--- config.mk ---
export PLATFORM = sky130hd
export DESIGN_NAME = alu_arbiter
export DESIGN_NICKNAME = d
export VERILOG_FILES = /design/src/rtl/alu_pkg.sv /design/src/rtl/rr_arb2.sv /design/src/rtl/alu_arbiter.sv
export SDC_FILE = /design/constraint.sdc
export NUM_CORES = 1
export LEC_CHECK = 0
export CORE_AREA = 2 2 124 126
export DETAILED_ROUTE_END_ITERATION = 16
export DIE_AREA = 0 0 126 128
export PLACE_DENSITY = 0.77
export SLEW_MARGIN = 30
export SYNTH_ARGS = -nofsm -noshare
export SYNTH_HDL_FRONTEND = slang
export SYNTH_SLANG_ARGS = --single-unit
--- constraint.sdc ---
create_clock -name clk -period 4.3 [get_ports clk]
set_clock_uncertainty 0.15 [all_clocks]
set_input_delay 0.86 -clock clk [delete_from_list [all_inputs] [get_ports clk]]
set_output_delay 0.86 -clock clk [all_outputs]
set_load 0.02 [all_outputs]
--- src/rtl/alu_pkg.sv ---
// -----------------------------------------------------------------------------
// alu_pkg
//   Shared definitions for the RV32 ALU and the units that share it.
//   Holds the ALU function-code constants, the arbiter state encoding and
//   default widths.
// -----------------------------------------------------------------------------
package alu_pkg;

    localparam int WIDTH_DEF  = 32;
    localparam int FUNC_W_DEF = 4;

    // ALU function codes. Codes 11..15 are unused; the ALU returns 0 for them.
    localparam logic [3:0] FUNC_ADD      = 4'd0;
    localparam logic [3:0] FUNC_SUB      = 4'd1;
    localparam logic [3:0] FUNC_SLL      = 4'd2;
    localparam logic [3:0] FUNC_SLT      = 4'd3;
    localparam logic [3:0] FUNC_SLTU     = 4'd4;
    localparam logic [3:0] FUNC_XOR      = 4'd5;
    localparam logic [3:0] FUNC_SRL      = 4'd6;
    localparam logic [3:0] FUNC_SRA      = 4'd7;
    localparam logic [3:0] FUNC_OR       = 4'd8;
    localparam logic [3:0] FUNC_AND      = 4'd9;
    localparam logic [3:0] FUNC_ADD_JALR = 4'd10;

    // Arbiter sequencing:
    //   IDLE - no operation in flight, requests may be accepted
    //   EXEC - ALU evaluating the registered operands
    //   RESP - result held on the owner's response channel
    typedef enum logic [1:0] {
        IDLE = 2'd0,
        EXEC = 2'd1,
        RESP = 2'd2
    } arb_state_t;

endpackage

--- src/rtl/rr_arb2.sv ---
// -----------------------------------------------------------------------------
// rr_arb2
//   Two-way combinational grant selector for a shared unit.
//
//   Ports:
//     i_valid0     - requester 0 has a request
//     i_valid1     - requester 1 has a request
//     i_last_grant - port that won the previous grant
//     o_pick       - selected port (0 or 1); meaningful when o_any is high
//     o_any        - at least one requester is valid
//
//   PRIO_FIX = 0 : round-robin, the port that did not win last time wins a tie.
//   PRIO_FIX = 1 : port 0 always wins a tie.
// -----------------------------------------------------------------------------
module rr_arb2 #(
    parameter bit PRIO_FIX = 1'b0
) (
    input  logic i_valid0,
    input  logic i_valid1,
    input  logic i_last_grant,
    output logic o_pick,
    output logic o_any
);

    logic w_tie_pick;

    // Tie-break winner: fixed priority always picks 0, round-robin picks the
    // port that lost the previous grant.
    assign w_tie_pick = PRIO_FIX ? 1'b0 : ~i_last_grant;

    always_comb begin
        o_pick = 1'b0;
        if (i_valid0 && i_valid1) begin
            o_pick = w_tie_pick;
        end else if (i_valid1) begin
            o_pick = 1'b1;
        end
        o_any = i_valid0 | i_valid1;
    end

endmodule

--- src/rtl/alu_arbiter.sv ---
// -----------------------------------------------------------------------------
// alu_arbiter
//   Shares one combinational RV32 ALU between two requesters:
//   port 0 = execute stage, port 1 = address-generation / branch unit.
//
//   Ports:
//     clk, rst_n                 - clock (rising edge), async active-low reset
//     req{0,1}_valid/_ready      - request handshake
//     req{0,1}_func/_a/_b        - request function code and operands
//     rsp{0,1}_valid/_ready      - response handshake
//     rsp{0,1}_result/_eq/_lt/_ltu - response payload (shared buses, only
//                                  meaningful while that port's valid is high)
//     alu_func/alu_a/alu_b       - registered ALU inputs (sole driver)
//     alu_result/alu_eq/alu_a_lt_b/alu_a_lt_ub - ALU outputs
//     dbg_state                  - current sequencing state
//
//   Handshake semantics (both channels): a transfer happens on a rising edge
//   where valid and ready are both high. A producer holds valid and payload
//   stable until the transfer. Here req*_ready depends combinationally on
//   req*_valid and on rsp*_ready, so requesters must not derive valid from
//   ready.
//
//   Timing: accept at edge N -> ALU evaluates during EXEC -> result captured
//   at edge N+1 -> rsp valid from the cycle after N+1 until consumed. A new
//   request can be accepted in the same cycle the response is consumed, giving
//   one operation every two cycles under sustained load.
// -----------------------------------------------------------------------------
module alu_arbiter
    import alu_pkg::*;
#(
    parameter int WIDTH    = WIDTH_DEF,
    parameter int FUNC_W   = FUNC_W_DEF,
    parameter int PRIO_FIX = 0
) (
    input  logic              clk,
    input  logic              rst_n,

    input  logic              req0_valid,
    output logic              req0_ready,
    input  logic [FUNC_W-1:0] req0_func,
    input  logic [WIDTH-1:0]  req0_a,
    input  logic [WIDTH-1:0]  req0_b,

    input  logic              req1_valid,
    output logic              req1_ready,
    input  logic [FUNC_W-1:0] req1_func,
    input  logic [WIDTH-1:0]  req1_a,
    input  logic [WIDTH-1:0]  req1_b,

    output logic              rsp0_valid,
    input  logic              rsp0_ready,
    output logic [WIDTH-1:0]  rsp0_result,
    output logic              rsp0_eq,
    output logic              rsp0_lt,
    output logic              rsp0_ltu,

    output logic              rsp1_valid,
    input  logic              rsp1_ready,
    output logic [WIDTH-1:0]  rsp1_result,
    output logic              rsp1_eq,
    output logic              rsp1_lt,
    output logic              rsp1_ltu,

    output logic [FUNC_W-1:0] alu_func,
    output logic [WIDTH-1:0]  alu_a,
    output logic [WIDTH-1:0]  alu_b,
    input  logic [WIDTH-1:0]  alu_result,
    input  logic              alu_eq,
    input  logic              alu_a_lt_b,
    input  logic              alu_a_lt_ub,

    output arb_state_t        dbg_state
);

    // -------------------------------------------------------------------------
    // State and registers
    // -------------------------------------------------------------------------
    arb_state_t        r_state;
    arb_state_t        w_next_state;

    logic              r_owner;       // port the in-flight op belongs to
    logic              r_last_grant;  // port that won the last grant

    logic [FUNC_W-1:0] r_alu_func;
    logic [WIDTH-1:0]  r_alu_a;
    logic [WIDTH-1:0]  r_alu_b;

    logic [WIDTH-1:0]  r_result;
    logic              r_eq;
    logic              r_lt;
    logic              r_ltu;

    // -------------------------------------------------------------------------
    // Combinational signals
    // -------------------------------------------------------------------------
    logic              w_pick;
    logic              w_any_valid;
    logic              w_rsp_ready_sel;
    logic              w_rsp_hs;
    logic              w_accept_en;
    logic              w_accept;

    logic [FUNC_W-1:0] w_sel_func;
    logic [WIDTH-1:0]  w_sel_a;
    logic [WIDTH-1:0]  w_sel_b;

    // -------------------------------------------------------------------------
    // Grant selection
    // -------------------------------------------------------------------------
    rr_arb2 #(
        .PRIO_FIX (PRIO_FIX != 0)
    ) u_rr_arb2 (
        .i_valid0     (req0_valid),
        .i_valid1     (req1_valid),
        .i_last_grant (r_last_grant),
        .o_pick       (w_pick),
        .o_any        (w_any_valid)
    );

    // -------------------------------------------------------------------------
    // Accept window and request readies
    // -------------------------------------------------------------------------
    always_comb begin
        w_rsp_ready_sel = r_owner ? rsp1_ready : rsp0_ready;
        // In RESP the owner's valid is always high, so the handshake reduces
        // to the owner's ready.
        w_rsp_hs        = (r_state == RESP) && w_rsp_ready_sel;
        // Gated with rst_n so no transfer can be signalled while the block is
        // held in reset (state is forced to IDLE asynchronously).
        w_accept_en     = rst_n && ((r_state == IDLE) || w_rsp_hs);
        w_accept        = w_accept_en && w_any_valid;
        req0_ready      = w_accept_en && req0_valid && !w_pick;
        req1_ready      = w_accept_en && req1_valid &&  w_pick;
    end

    // Operand mux towards the ALU input registers.
    always_comb begin
        w_sel_func = req0_func;
        w_sel_a    = req0_a;
        w_sel_b    = req0_b;
        if (w_pick) begin
            w_sel_func = req1_func;
            w_sel_a    = req1_a;
            w_sel_b    = req1_b;
        end
    end

    // -------------------------------------------------------------------------
    // FSM: next state
    // -------------------------------------------------------------------------
    always_comb begin
        w_next_state = r_state;
        case (r_state)
            IDLE: begin
                if (w_accept) begin
                    w_next_state = EXEC;
                end
            end
            EXEC: begin
                w_next_state = RESP;
            end
            RESP: begin
                if (w_rsp_hs) begin
                    w_next_state = w_accept ? EXEC : IDLE;
                end
            end
            default: begin
                w_next_state = IDLE;
            end
        endcase
    end

    // -------------------------------------------------------------------------
    // FSM: state register
    // -------------------------------------------------------------------------
    always_ff @(posedge clk or negedge rst_n) begin
        if (!rst_n) begin
            r_state <= IDLE;
        end else begin
            r_state <= w_next_state;
        end
    end

    // -------------------------------------------------------------------------
    // ALU input registers and grant bookkeeping (loaded on accept)
    // -------------------------------------------------------------------------
    always_ff @(posedge clk or negedge rst_n) begin
        if (!rst_n) begin
            r_alu_func   <= '0;
            r_alu_a      <= '0;
            r_alu_b      <= '0;
            r_owner      <= 1'b0;
            // Port 0 wins the first tie after reset.
            r_last_grant <= 1'b1;
        end else if (w_accept) begin
            r_alu_func   <= w_sel_func;
            r_alu_a      <= w_sel_a;
            r_alu_b      <= w_sel_b;
            r_owner      <= w_pick;
            r_last_grant <= w_pick;
        end
    end

    // -------------------------------------------------------------------------
    // Result capture: the ALU output is valid at the end of the EXEC cycle.
    // The registers then hold until the next EXEC, keeping the response stable
    // under backpressure.
    // -------------------------------------------------------------------------
    always_ff @(posedge clk or negedge rst_n) begin
        if (!rst_n) begin
            r_result <= '0;
            r_eq     <= 1'b0;
            r_lt     <= 1'b0;
            r_ltu    <= 1'b0;
        end else if (r_state == EXEC) begin
            r_result <= alu_result;
            r_eq     <= alu_eq;
            r_lt     <= alu_a_lt_b;
            r_ltu    <= alu_a_lt_ub;
        end
    end

    // -------------------------------------------------------------------------
    // Outputs
    // -------------------------------------------------------------------------
    assign alu_func    = r_alu_func;
    assign alu_a       = r_alu_a;
    assign alu_b       = r_alu_b;

    assign rsp0_valid  = (r_state == RESP) && !r_owner;
    assign rsp1_valid  = (r_state == RESP) &&  r_owner;

    // Payload buses are shared; only the port with valid high looks at them.
    assign rsp0_result = r_result;
    assign rsp0_eq     = r_eq;
    assign rsp0_lt     = r_lt;
    assign rsp0_ltu    = r_ltu;

    assign rsp1_result = r_result;
    assign rsp1_eq     = r_eq;
    assign rsp1_lt     = r_lt;
    assign rsp1_ltu    = r_ltu;

    assign dbg_state   = r_state;

endmodule

Yosys cells after proc, flatten, opt, wreduce, memory -nomap -nowiden
Cells that the tools add are included.

Register bits after elaboration: 107. Input bits: 177. Output and inout port bits: 144. Word-level logic and storage cells: 41.

Eq/ne operators: 4. Muxes and demuxes: 10. Bitwise operators: 2. Reduce and logical (&&, ||, !) cells: 15.

Operators by type and width (number): 32-bit 2-to-1 mux (2); 1-bit logical AND (10); 2-bit case mux with 3 select lines (1); 1-bit 2-to-1 mux (4); 2-bit 2-to-1 mux (2); 4-bit 2-to-1 mux (1); 2-bit != test, second input constant (2); 2-bit by 1-bit == test with 1-bit output, second input constant (1); 2-bit == test, second input constant (1); 1-bit zero test (2); 2-bit zero test (1); 2-bit AND reduction (1); 1-bit logical OR (1); 1-bit NOT (1); 1-bit OR (1).

Logic depth before layout (Yosys ltp)
Gate-level depths: netlist of run 1.

Word-level depth: 8. Mapped depth: 4. Gate-level depth less buffers: 3.

By module
From an unflattened synthesis of run 1, not the netlist that was laid out.

Cells, all modules: 355. Area total of the unflattened synthesis: 5175.0 sq um.

Modules (own cells, without submodules): alu_arbiter (times used 1, cells an instance 353, area each 5161.2 sq um, sequential area each 2678.8 sq um); rr_arb2 (times used 1, cells an instance 2, area each 13.8 sq um, sequential area each 0.0 sq um).

Worst setup path before layout of run 1
No wires, ideal clock.

Path kind: input to output. From: input req1_valid. To: output req1_ready. Arrival: 1734 ps. Required time: 3290 ps. Setup slack: 1556 ps. Stages on the path: 3. Path buffers: 1. Path through: a21boi_2 clkbuf_1 and2_1.

Longest elaborated chain between the ends: 3. Elaborated cells between the ends (all ways): 5. Those cells by class: mux (2); reduce/logical (3).

RTL lines: start: declaration (RTL line alu_arbiter.sv:44) `input logic req1_valid,`; 1-bit 2-to-1 mux / 1-bit logical AND (equally long branches) (RTL line rr_arb2.sv:35, rr_arb2.sv:33); 1-bit 2-to-1 mux (RTL line rr_arb2.sv:33) `if (i_valid0 && i_valid1) begin`; 1-bit logical AND (*) (RTL line alu_arbiter.sv:133) `req1_ready = w_accept_en && req1_valid && w_pick;`; end: declaration (RTL line alu_arbiter.sv:45) `output logic req1_ready,`.

Every way passes the cells marked *; elsewhere a longest branch is shown, timed or not.

Worst setup path in the final report of run 1
From: input rsp1_ready. To: output req0_ready.

Longest elaborated chain between the ends: 6.

RTL lines: start: declaration (RTL line alu_arbiter.sv:58) `input logic rsp1_ready,`; 1-bit 2-to-1 mux (RTL line alu_arbiter.sv:124) `w_rsp_ready_sel = r_owner ? rsp1_ready : rsp0_ready;`; 1-bit logical AND (RTL line alu_arbiter.sv:127) `w_rsp_hs = (r_state == RESP) && w_rsp_ready_sel;`; 1-bit logical OR (RTL line alu_arbiter.sv:130) `w_accept_en = rst_n && ((r_state == IDLE) || w_rsp_hs);`; 1-bit logical AND (RTL line alu_arbiter.sv:130); 1-bit logical AND (2 in a row) (RTL line alu_arbiter.sv:132) `req0_ready = w_accept_en && req0_valid && !w_pick;`; end: declaration (RTL line alu_arbiter.sv:39) `output logic req0_ready,`.

No other way between the ends.

==> results.txt, run 1 <==
The run finished with clean final reports. For this run, the slowest stage of the critical path takes 0.61 ns. The DRC marker count from the first detailed-route iteration is 119.

The critical path data arrival time is 2.62 ns. The post-synthesis register bit count is 107. After synthesis, the share of cell area in mux cells is 37.7%. The number of nets produced by synthesis is 529. The number of global-route vias before repair came out at 4015. The area share of and/or/nand/nor cells after synthesis came out at 1.17%. The post-detailed-placement cell area came out at 8240 um2. The filler cell count in the final layout came out at 1245. After detailed routing, the total wire length is 13600 um. The area growth from synthesis to layout came out at 66.2%.

The worst hold path begins at alu_a[16]. The count of nets left with antenna violations once routing finished came out at 0. Counting along the longest clock path gives a buffer depth of 2. The number of buffers and inverters on the critical path is 2. For this design the ratio of total power to cell area is 664 nW/um2.

By area, the combinational part of the netlist is dominated by multiplexers. Sorting the synthesized cells by area gives the leading types as sky130_fd_sc_hd__dfrtp_1 52%, sky130_fd_sc_hd__mux2_2 36%, sky130_fd_sc_hd__buf_4 5.1%, sky130_fd_sc_hd__buf_6 1.5%, sky130_fd_sc_hd__mux2_1 1.3%. At the later pin of the worst-skew pair, clock insertion delay measures 0.33 ns. The synthesized netlist devotes 0% of its cell area to adder and majority cells.

Measured in cells, the most critical reg-to-reg path has a length of 4. The critical path required time came out at 3.29 ns. The share of the synthesized area in compound gates (AO/OA/AOI/OAI) came out at 1.19%. The largest net degree at the start of global routing is 70. The register-to-register setup slack came out at 2.05 ns.

The worst register-to-register path begins at r_last_grant. The CTS sink count came out at 107. Summing all flip-flop and latch instances after layout gives 2680 um2. The clock input transition at the sequential cells of the worst setup and hold paths is 0.06 ns.

The number of antenna violations at the first check in global routing came to 0. The setup violation total in the final timing report came out at 0. The count of buffers inserted at the top-level ports is 320. The share of synthesized area occupied by flip-flops and latches came out at 52.2%. The count of mapped cells out of synthesis came out at 352. The initial core utilization is 34.5%. The hold path depth is 1. The row count came out at 45. For this run, the share of the core covered by cells in the final layout is 57.4%. The root buffer cell chosen for the clock tree is sky130_fd_sc_hd__clkbuf_16. Setup repair after global routing left no endpoint under its margin. The fraction of post-synthesis cell area in the top cell type by area is 51.7%. The total CTS buffers came out at 9. The multi-input combinational cell area is 2060 um2. The number of unique standard cell types used by synthesis came out at 21. The maximum vdd ir drop is 0.401 mV. The analysis attributes to cell leakage a power of 3.40 nW. The worst register-to-register path ends at alu_a[16].

By instance count, the cell type seen most on the critical path is sky130_fd_sc_hd__clkdlybuf4s50_1. Counting I/O delays and the setup requirement, the final critical path takes 3.63 ns. Global routing used 16.3% of the available tracks across all layers. TritonCTS built the clock tree.

STA classifies the critical path endpoint as a primary output. The vias per cell came out at 4.52. The total count of max-transition violations in the final report is 0. The slew at the pin with the worst max-slew slack is 0.851 ns. Summing internal, switching and leakage power gives 5.66 mW.

The mean cell area of the mapped netlist came out at 14.6 um2. The maximum operating frequency is 275 MHz. The global placer's final weighted congestion came out at 0.763.

The final-stage net count came out at 812. Summed over all failing endpoints, the final setup total negative slack is 0 ns. The number of cells upsized or downsized after cts came out at 0. The CTS H-tree depth came out at 3. The floorplan step set the die height to 128 um. STA classifies the critical path startpoint as a primary input. The total die area is 16100 um2.

The half-perimeter wire length after detailed placement came out at 10800 um. The total vias in the final route is 3743. Max-cap violations in this run came to 0. The number of top-level design ports came out at 321.

The path with the worst hold slack has its endpoint at alu_a[16]. The post-CTS setup buffer count came out at 0. The min-delay analysis places its worst path in the category flip-flop to flip-flop.

The worst setup path category is primary input to primary output. The final critical path takes up 84.4% of the cycle. The share of layout cells above drive strength 1 came out at 29.5%. The final-report hold violation count came out at 0.

The synthesized netlist devotes 0% of its cell area to XOR and XNOR gates. The global-route wire length before repair came out at 20800 um. After clock tree synthesis, the flow added hold-fix buffers numbering 0. The total grt overflow came out at 0. The floorplan step defined a core boundary enclosing 14900 um2. The gate family responsible for the most delay along the worst path is buffers and inverters.

The final antenna diode count is 0. The detailed-routing iteration count for the pre-antenna-repair pass is 4. The synthesized design spends more area on one cell type than any other, namely sky130_fd_sc_hd__dfrtp_1. The largest driver fanout on the critical path is 4. Traced cell by cell, the critical path runs through clkdlybuf4s50_1 -> mux2i_1 -> a211oi_1 -> nor2b_1 -> clkdlybuf4s50_1. The final standard cell area without fillers is 8540 um2.

For this run, design rule violations remaining after detail routing come to 0. The remaining max-slew budget at the tightest pin came out at 43.2%. The chip width came out at 126 um. The detail-routed net length per standard cell is 16.4 um. The area of the mapped netlist is 5130 um2.

The slowest stage of the critical path belongs to the cell sky130_fd_sc_hd__clkdlybuf4s50_1. The total number of yosys warnings is 0.
## worst max path at each step
| stage | endpoint | cells past startpoint | slack (ns) | start |
|---|---|---|---|---|
| floorplan | req1_ready | 3 | 1.56 | req1_valid |
| CTS | req0_ready | 5 | 0.68 | rsp1_ready |
| detailed placement | req1_ready | 5 | 0.72 | rsp1_ready |
| finish | req0_ready | 5 | 0.67 | rsp1_ready |
| global route | req0_ready | 5 | 0.56 | rsp1_ready |
| global placement | req0_ready | 5 | 0.74 | rsp1_ready |
## synth_stat cells
| library cell | number |
|---|---|
| sky130_fd_sc_hd__a21oi_1 | 1 |
| sky130_fd_sc_hd__inv_1 | 3 |
| sky130_fd_sc_hd__and2_1 | 1 |
| sky130_fd_sc_hd__nor2_1 | 3 |
| sky130_fd_sc_hd__a21boi_2 | 1 |
| sky130_fd_sc_hd__mux2_2 | 165 |
| sky130_fd_sc_hd__dfrtp_1 | 106 |
| sky130_fd_sc_hd__dfstp_2 | 1 |
| sky130_fd_sc_hd__nor2b_1 | 2 |
| sky130_fd_sc_hd__clkbuf_1 | 7 |
| sky130_fd_sc_hd__mux2_1 | 6 |
| sky130_fd_sc_hd__nand3b_1 | 1 |
| sky130_fd_sc_hd__a211oi_1 | 1 |
| sky130_fd_sc_hd__buf_6 | 7 |
| sky130_fd_sc_hd__nand2b_1 | 3 |
| sky130_fd_sc_hd__a211oi_4 | 1 |
| sky130_fd_sc_hd__o2bb2ai_1 | 2 |
| sky130_fd_sc_hd__mux2i_1 | 1 |
| sky130_fd_sc_hd__nand2_1 | 1 |
| sky130_fd_sc_hd__buf_4 | 35 |
| sky130_fd_sc_hd__buf_2 | 4 |
## logic make-up (layout without fill, tap and decap cells)
family          count (synthesis)  count (layout)
flops                         107             107
buf+inv                        56             344
compound gates                  6               6
simple gates                   11              11
mux                           172             172
## stage by stage
step	worst slack, ns	instances	hold WS (ns)
after detailed placement	0.716	812	0.325
final	0.669	828	0.334
after CTS	0.679	828	0.340
after floorplan	1.56	352	0.304
after global placement	0.739	812	0.320
after global routing	0.565	828	0.357
## sequential cells by signal (all words and copies together) (netlist names)
name          cells
alu_b            32
alu_a            32
rsp0_result      32
r_owner           1
dbg_state         2
rsp0_lt           1
rsp0_ltu          1
r_last_grant      1
rsp0_eq           1
alu_func          4
## routing by layer
| metal | wire (um) | global-route usage, % | up-vias |
|---|---|---|---|
| met5 | 0 | 0 | - |
| met3 | 1000 | 4.22 | 23 |
| met4 | 348 | 6.79 | 0 |
| met1 | 5140 | 17.8 | 1782 |
| li1 | - | - | 1766 |
| met2 | 7090 | 29.9 | 172 |
## final cells by class
class / count / share of cell area, %
Clock buffer: 11 / 2.84
Inverter: 3 / 0.132
Multi-Input combinational cell: 189 / 24.2
Sequential cell: 107 / 31.4
Clock inverter: 5 / 0.616
Tap cell: 188 / 2.76
Timing Repair Buffer: 325 / 38.1
## cell usage in the layout (no fill, tap or decap), drive strengths merged, types with 2 or more instances in the layout
cell,synthesis,final
mux2,171,171
clkbuf,7,11
a211oi,2,2
o2bb2ai,2,2
dfrtp,106,106
nor2b,2,2
buf,46,6
inv,3,3
clkinv,0,3
nand2b,3,3
clkdlybuf4s50,0,319
nor2,3,3
## where the power goes
group          internal (mW)  switching, mW  total, mW
clock                  0.464          0.344      0.809
sequential              1.48          0.308       1.78
combinational           1.67           1.40       3.07
total                   3.61           2.05       5.66
Note: power is estimated with default switching activity, not from simulation.
==> run 2, diff against run 1 <==
- CORE_AREA: 2 2 124 126 -> 2 2 125 127
- DIE_AREA: 0 0 126 128 -> 0 0 127 129
- PLACE_DENSITY: 0.77 -> 0.76
- clock period: 4.3 -> 3.55 ns (I/O delays scaled with it)
==> run 2 against run 1 <==
Effect of this change:
- count of clock-buffer cells in the layout is 1 higher
- register-to-register slack got worse by 0.57 ns
- sequential power rose by 21%
- worst hold slack better by 0.0051 ns
- wire length rose by 3.8%
- critical endpoint unchanged
- largest power group unchanged
==> results.txt, run 2 (synthesis results as in run 1) <==
The remaining max-slew budget at the tightest pin came to 54.7% (+11 points). The combinational cell fraction of total power came to 54.3% (about the same). The share of the clock period used by the worst path came out at 93.8%. The critical path is of the primary input to primary output type. The slew at the pin with the worst max-slew slack is 0.679 ns (-0.172 ns). The total grt overflow was 0 (unchanged). In this design, the critical path's most frequently occurring cell is sky130_fd_sc_hd__clkdlybuf4s50_1. The total vias in the final route came out at 3787 (+1.2%). The global placer's final weighted congestion is 0.775 (+1.6%). Setup repair after global routing left no endpoint under its margin. The final-report hold violation count was 0 (unchanged). The worst setup path is captured at a primary output. The type of origin of the critical path is a primary input.

The half-perimeter wire length after detailed placement is 11200 um (+3.9%). The fraction of power consumed by the clock network is 14.4% (about the same). Leaving out fill and tap cells, the most frequent cell in the layout is sky130_fd_sc_hd__clkdlybuf4s50_1. The switching power share of the total is 36.4% (+0.20 points). The post-detailed-placement cell area came out at 8250 um2 (about the same).

The number of global-route vias before repair was 4228 (+5.3%). The power dissipated by switching net loads is 2.51 mW (+22%). The final-layout setup total negative slack came out at 0 ns (unchanged). The number of top-level design ports came to 321 (unchanged). The chip width came out at 127 um (+0.79%). The vias per cell came out at 4.57 (+1.1%).

The worst-case hold slack came out at 0.339 ns (+0.00510 ns). Among all stages on the critical path, the largest delay is contributed by sky130_fd_sc_hd__clkdlybuf4s50_1. The final-stage net count is 813 (+0.12%). The final antenna diode count is 0 (unchanged).

The total count of max-transition violations in the final report was 0 (unchanged). The maximum operating frequency is 300 MHz. The number of max-capacitance violations reported is 0 (unchanged). The largest driver fanout on the critical path is 4 (unchanged). The global-route wire length before repair is 21900 um (+5.4%). The count of buffers inserted at the top-level ports is 320 (unchanged). The area growth from synthesis to layout came out at 66.4%. The flow ran to the end, and the final reports show no timing, DRC or antenna violations. The remaining number of nets flagged by the antenna check after routing came to 0 (unchanged). The routed wire length is 14100 um (+3.8%). The maximum vdd ir drop came out at 0.570 mV (+42%). The final standard cell area without fillers came out at 8540 um2 (+0.10%). The critical path required time is 2.69 ns (-0.60 ns).

The clock input transition at the sequential cells of the worst setup and hold paths came to 0.07 ns (about the same). The initial core utilization was 34.3% (-0.26 points). The type of the tightest min-delay check is flip-flop to flip-flop. The number of antenna violations at the first check in global routing came to 0 (unchanged). The total CTS buffers is 9 (unchanged).

The sequential fraction of design power came out at 31.4% (about the same). The DRC marker count from the first detailed-route iteration came to 82 (-31%). The gate family responsible for the most delay along the worst path is buffers and inverters. The register-to-register setup slack came out at 1.48 ns (-0.57 ns). The setup violation total in the final timing report came out at 0 (unchanged). The total power came to 6.89 mW (+22%). The cell count after placement came out at 813 (+0.12%).

The ratio of total power to cell area is 806 nW/um2 (+22%). The detail-routed net length per standard cell is 17.0 um (+3.7%). The insertion delay of the later-clocked pin in the worst-skew pair came out at 0.34 ns (about the same).

The number of buffer and inverter stages on the critical path is 2 (unchanged). The die span in y is 129 um (+0.78%). The CTS H-tree depth is 3 (unchanged). The post-CTS setup buffer count came out at 0 (unchanged). The detailed-routing iteration count for the pre-antenna-repair pass is 4 (unchanged). The share of layout cells above drive strength 1 is 29.5% (-0.046 points). The critical path goes through clkdlybuf4s50_1 -> mux2i_1 -> a211oi_1 -> nor2b_1 -> clkdlybuf4s50_1.

The total die area is 16400 um2 (+1.6%). The internal portion of total power is 4.38 mW (+21%). The filler cell count in the final layout is 1231 (-1.1%). The TritonCTS clock tree is yes. The CTS sink count is 107 (unchanged).

The largest net degree at the start of global routing came to 69 (-1.4%). The post-route minimum period is 3.33 ns. The number of DRC violations after detailed routing is 0 (unchanged). In the layout the commonest cells are 319 x sky130_fd_sc_hd__clkdlybuf4s50_1, 165 x sky130_fd_sc_hd__mux2_2, 106 x sky130_fd_sc_hd__dfrtp_1, 9 x sky130_fd_sc_hd__clkbuf_16.

The row count is 45 (unchanged). The number of cells upsized or downsized after cts came out at 0 (unchanged). The tree is rooted in a sky130_fd_sc_hd__clkbuf_16. The core box area came out at 15000 um2 (+0.76%). The maximum clock insertion buffer count came out at 2 (unchanged). The critical path data arrival time came out at 2.47 ns (-0.15 ns). The leakage dissipation came out at 3.40 nW (about the same). The filler-free cell count of the finished design came to 829 (+0.12%). The biggest cell delay along the critical path was 0.62 ns (about the same).

The quantity of hold-fixing buffers added after cts is 0 (unchanged). The global-route usage over all layers is 17.1% (+0.83 points).
==> run 2: worst paths after layout <==
check | start | endpoint | depth (start not counted)
min | alu_b[11] | alu_b[11] | 1
max reg2reg | r_owner | alu_func[2] | 4
min reg2reg | alu_b[11] | alu_b[11] | 1
max | rsp1_ready | req0_ready | 5
min in group asynchronous | rst_n | rsp0_result[7] | 2
max in group asynchronous | rst_n | alu_a[24] | 3
==> run 2: through the flow <==
| stage | utilization, % | setup slack (ns) |
|---|---|---|
| 5_1_grt | 57.1 | 0.0827 |
| 3_5_place_dp | 55.1 | 0.240 |
| 4_1_cts | 57.1 | 0.227 |
| 3_3_place_gp | 55.1 | 0.255 |
| 2_1_floorplan | - | 1.11 |
| 6_report | 57.1 | 0.218 |
==> run 2: metal layers <==
metal	wire length (um)	GRT usage, %	part of all wire [%]	up-vias
met5	0	0	0	-
met4	327	6.66	2.3	0
met3	1250	5.28	8.9	26
met2	7310	30.9	52	182
met1	5220	18.9	37	1804
li1	-	-	-	1775
==> run 2: power by group through the flow <==
stage	clock network [mW]	registers [mW]	logic [mW]
final	0.990	2.16	3.74
after global routing	1.08	2.25	3.93
after CTS	1.02	2.17	3.79
after detailed placement	0	2.19	3.78
after global placement	0	2.16	3.73
after floorplan	0	2.81	1.40
==> run 2: cell type report <==
type	count	area, um2	area share (%)
clock buffers	12	246	2.88
clock inverters	4	50.0	0.586
inverters	3	11.3	0.132
multi-input cells	189	2060	24.2
flip-flops and latches	107	2680	31.4
well taps	188	235	2.75
repair buffers	326	3260	38.1
==> run 3, diff against run 2 <==
--- a/config.mk
+++ b/config.mk
@@ -11,2 +11,3 @@
 export PLACE_DENSITY = 0.76
+export REMOVE_ABC_BUFFERS = 1
 export SLEW_MARGIN = 30
--- a/constraint.sdc
+++ b/constraint.sdc
@@ -4,2 +4,2 @@
 set_output_delay 0.71 -clock clk [all_outputs]
-set_load 0.02 [all_outputs]
+set_load 0.05 [all_outputs]
==> run 3 against run 2 <==
Effect of this change:
- register-to-register slack worse by 0.06 ns
- global-route usage up 0.17 points
- critical path depth unchanged
- highest routed layer unchanged
==> results.txt, run 3 (synthesis results as in run 1) <==
The run finished with clean final reports. The number of top-level design ports came out at 321 (unchanged). The final-stage net count is 813 (unchanged). The die span in y came out at 129 um (unchanged). The detail-routed net length per standard cell is 17.4 um (+2.2%). The initial core utilization came to 34.3% (unchanged). The CTS sink count came out at 107 (unchanged). The worst setup path is of the primary input to primary output kind. The most common cell after layout, fill and taps aside is sky130_fd_sc_hd__clkdlybuf4s50_1.

The worst setup path is launched from a primary input. The final-layout setup total negative slack came out at 0 ns (unchanged). The largest driver fanout on the critical path is 4 (unchanged). The filler cell count in the final layout is 1210 (-1.7%). The TritonCTS clock tree is yes. The global-route usage over all layers came out at 17.3% (+0.17 points). The number of cells upsized or downsized after cts is 0 (unchanged). The remaining max-slew budget at the tightest pin is 42.5% (-12 points). Relative to the synthesized area, the layout overhead comes to 66.8%. The maximum operating frequency was 339 MHz (+13%). The number of DRC violations after detailed routing came out at 0 (unchanged).

The number of global-route vias before repair came to 4176 (-1.2%). In the layout the commonest cells are 317 x sky130_fd_sc_hd__clkdlybuf4s50_1, 165 x sky130_fd_sc_hd__mux2_2, 106 x sky130_fd_sc_hd__dfrtp_1, 9 x sky130_fd_sc_hd__clkbuf_16. The share of layout cells above drive strength 1 was 30.1% (+0.62 points). The quantity of hold-fixing buffers added after cts is 0 (unchanged).

The detailed-routing iteration count for the pre-antenna-repair pass came out at 4 (unchanged). The final-report hold violation count was 0 (unchanged). The post-CTS setup buffer count is 0 (unchanged). The chip width is 127 um (unchanged). The count of buffers inserted at the top-level ports came to 320 (unchanged). The number of antenna violations at the first check in global routing is 0 (unchanged). The DRC marker count from the first detailed-route iteration came out at 71 (-13%). Setup repair after global routing left no endpoint under its margin. The insertion delay of the later-clocked pin in the worst-skew pair came out at 0.34 ns (about the same).

The global placer's final weighted congestion came out at 0.762 (-1.6%). The setup violation total in the final timing report came to 0 (unchanged). The critical path required time came out at 2.69 ns (about the same). The vias per cell came out at 4.63 (+1.3%). The slew at the pin with the worst max-slew slack was 0.862 ns (+0.183 ns). The total vias in the final route came out at 3837 (+1.3%). The core box area is 15000 um2 (unchanged). The row count is 45 (unchanged). The routed wire length was 14400 um (+2.2%). The number of max-capacitance violations reported came out at 0 (unchanged).

The post-route minimum period is 2.95 ns (-0.381 ns). The maximum clock insertion buffer count is 2 (unchanged). The total count of max-transition violations in the final report came out at 0 (unchanged). The share of the clock period used by the worst path came to 83.1% (-11 points). The remaining number of nets flagged by the antenna check after routing came out at 0 (unchanged). The leakage dissipation was 3.41 nW (+0.43%). The ratio of total power to cell area came out at 1010 nW/um2 (+26%). In this run the worst hold path is classified as primary input to async pin. The critical path data arrival time is 2.09 ns (-0.38 ns). The CTS H-tree depth came out at 3 (unchanged). The clock input transition at the sequential cells of the worst setup and hold paths is 0.07 ns (about the same). The half-perimeter wire length after detailed placement is 11200 um (+0.55%). The share of the core filled with cells came to 57.2% (+0.13 points). The total grt overflow is 0 (unchanged). STA classifies the critical path endpoint as a primary output.

The largest net degree at the start of global routing came out at 61 (-12%). The total die area is 16400 um2 (unchanged). The total CTS buffers is 9 (unchanged).

The tree is rooted in a sky130_fd_sc_hd__clkbuf_16. The maximum vdd ir drop is 0.743 mV (+30%). The final antenna diode count was 0 (unchanged). The global-route wire length before repair is 21900 um (-0.28%). The total power came out at 8.69 mW (+26%).
run 3: where the power goes:
| part | internal (mW) | leakage, nW | switching [mW] | total (mW) |
|---|---|---|---|---|
| combinational | 2.02 | 2.02 | 3.52 | 5.54 |
| sequential | 1.79 | 1.25 | 0.373 | 2.16 |
| clock | 0.549 | 0.143 | 0.446 | 0.995 |
| total | 4.35 | 3.41 | 4.34 | 8.69 |
run 3: layer usage:
| metal | wire, um | global-route usage [%] | up-vias |
|---|---|---|---|
| met5 | 0 | 0 | - |
| met4 | 193 | 5.04 | 0 |
| met3 | 1510 | 6.99 | 15 |
| met2 | 7720 | 33.1 | 201 |
| met1 | 4990 | 17.1 | 1848 |
| li1 | - | - | 1773 |
run 3: cell type report:
type,count,area (um2),area share [%]
Clock buffer,10,229,2.67
Clock inverter,6,65.1,0.760
Inverter,3,11.3,0.131
Multi-Input combinational cell,189,2070,24.1
Sequential cell,107,2680,31.3
Tap cell,188,235,2.75
Timing Repair Buffer,326,3280,38.3
run 3: path summary, 6_finish.rpt:
kind | startpoint | endpoint | slack, ns | cells past startpoint
max | rsp0_ready | req0_ready | 0.60 | 5
min | rst_n | alu_b[27] | 0.32 | 2
max reg2reg | r_owner | alu_b[16] | 1.42 | 4
min reg2reg | alu_b[11] | alu_b[11] | 0.34 | 1
max in group asynchronous | rst_n | alu_b[20] | 1.73 | 3
min in group clk | alu_b[11] | alu_b[11] | 0.34 | 1
run 3: worst max-delay path, cell delays in order:
cell	delay (ns)
sky130_fd_sc_hd__clkdlybuf4s50_1	0.48
sky130_fd_sc_hd__mux2i_1	0.16
sky130_fd_sc_hd__a211oi_1	0.31
sky130_fd_sc_hd__nor2b_1	0.26
sky130_fd_sc_hd__buf_12	0.17
run 3: metrics by stage:
| stage | area (um2) | worst slack [ns] | hold slack (ns) | cells |
|---|---|---|---|---|
| finish | 8560 | 0.600 | 0.322 | 829 |
| global route | 8560 | 0.484 | 0.357 | 829 |
| CTS | 8560 | 0.589 | 0.343 | 829 |
| detailed placement | 8270 | 0.593 | 0.327 | 813 |
| global placement | 8270 | 0.624 | 0.317 | 813 |
| floorplan | 4750 | -0.667 | 0.264 | 299 |
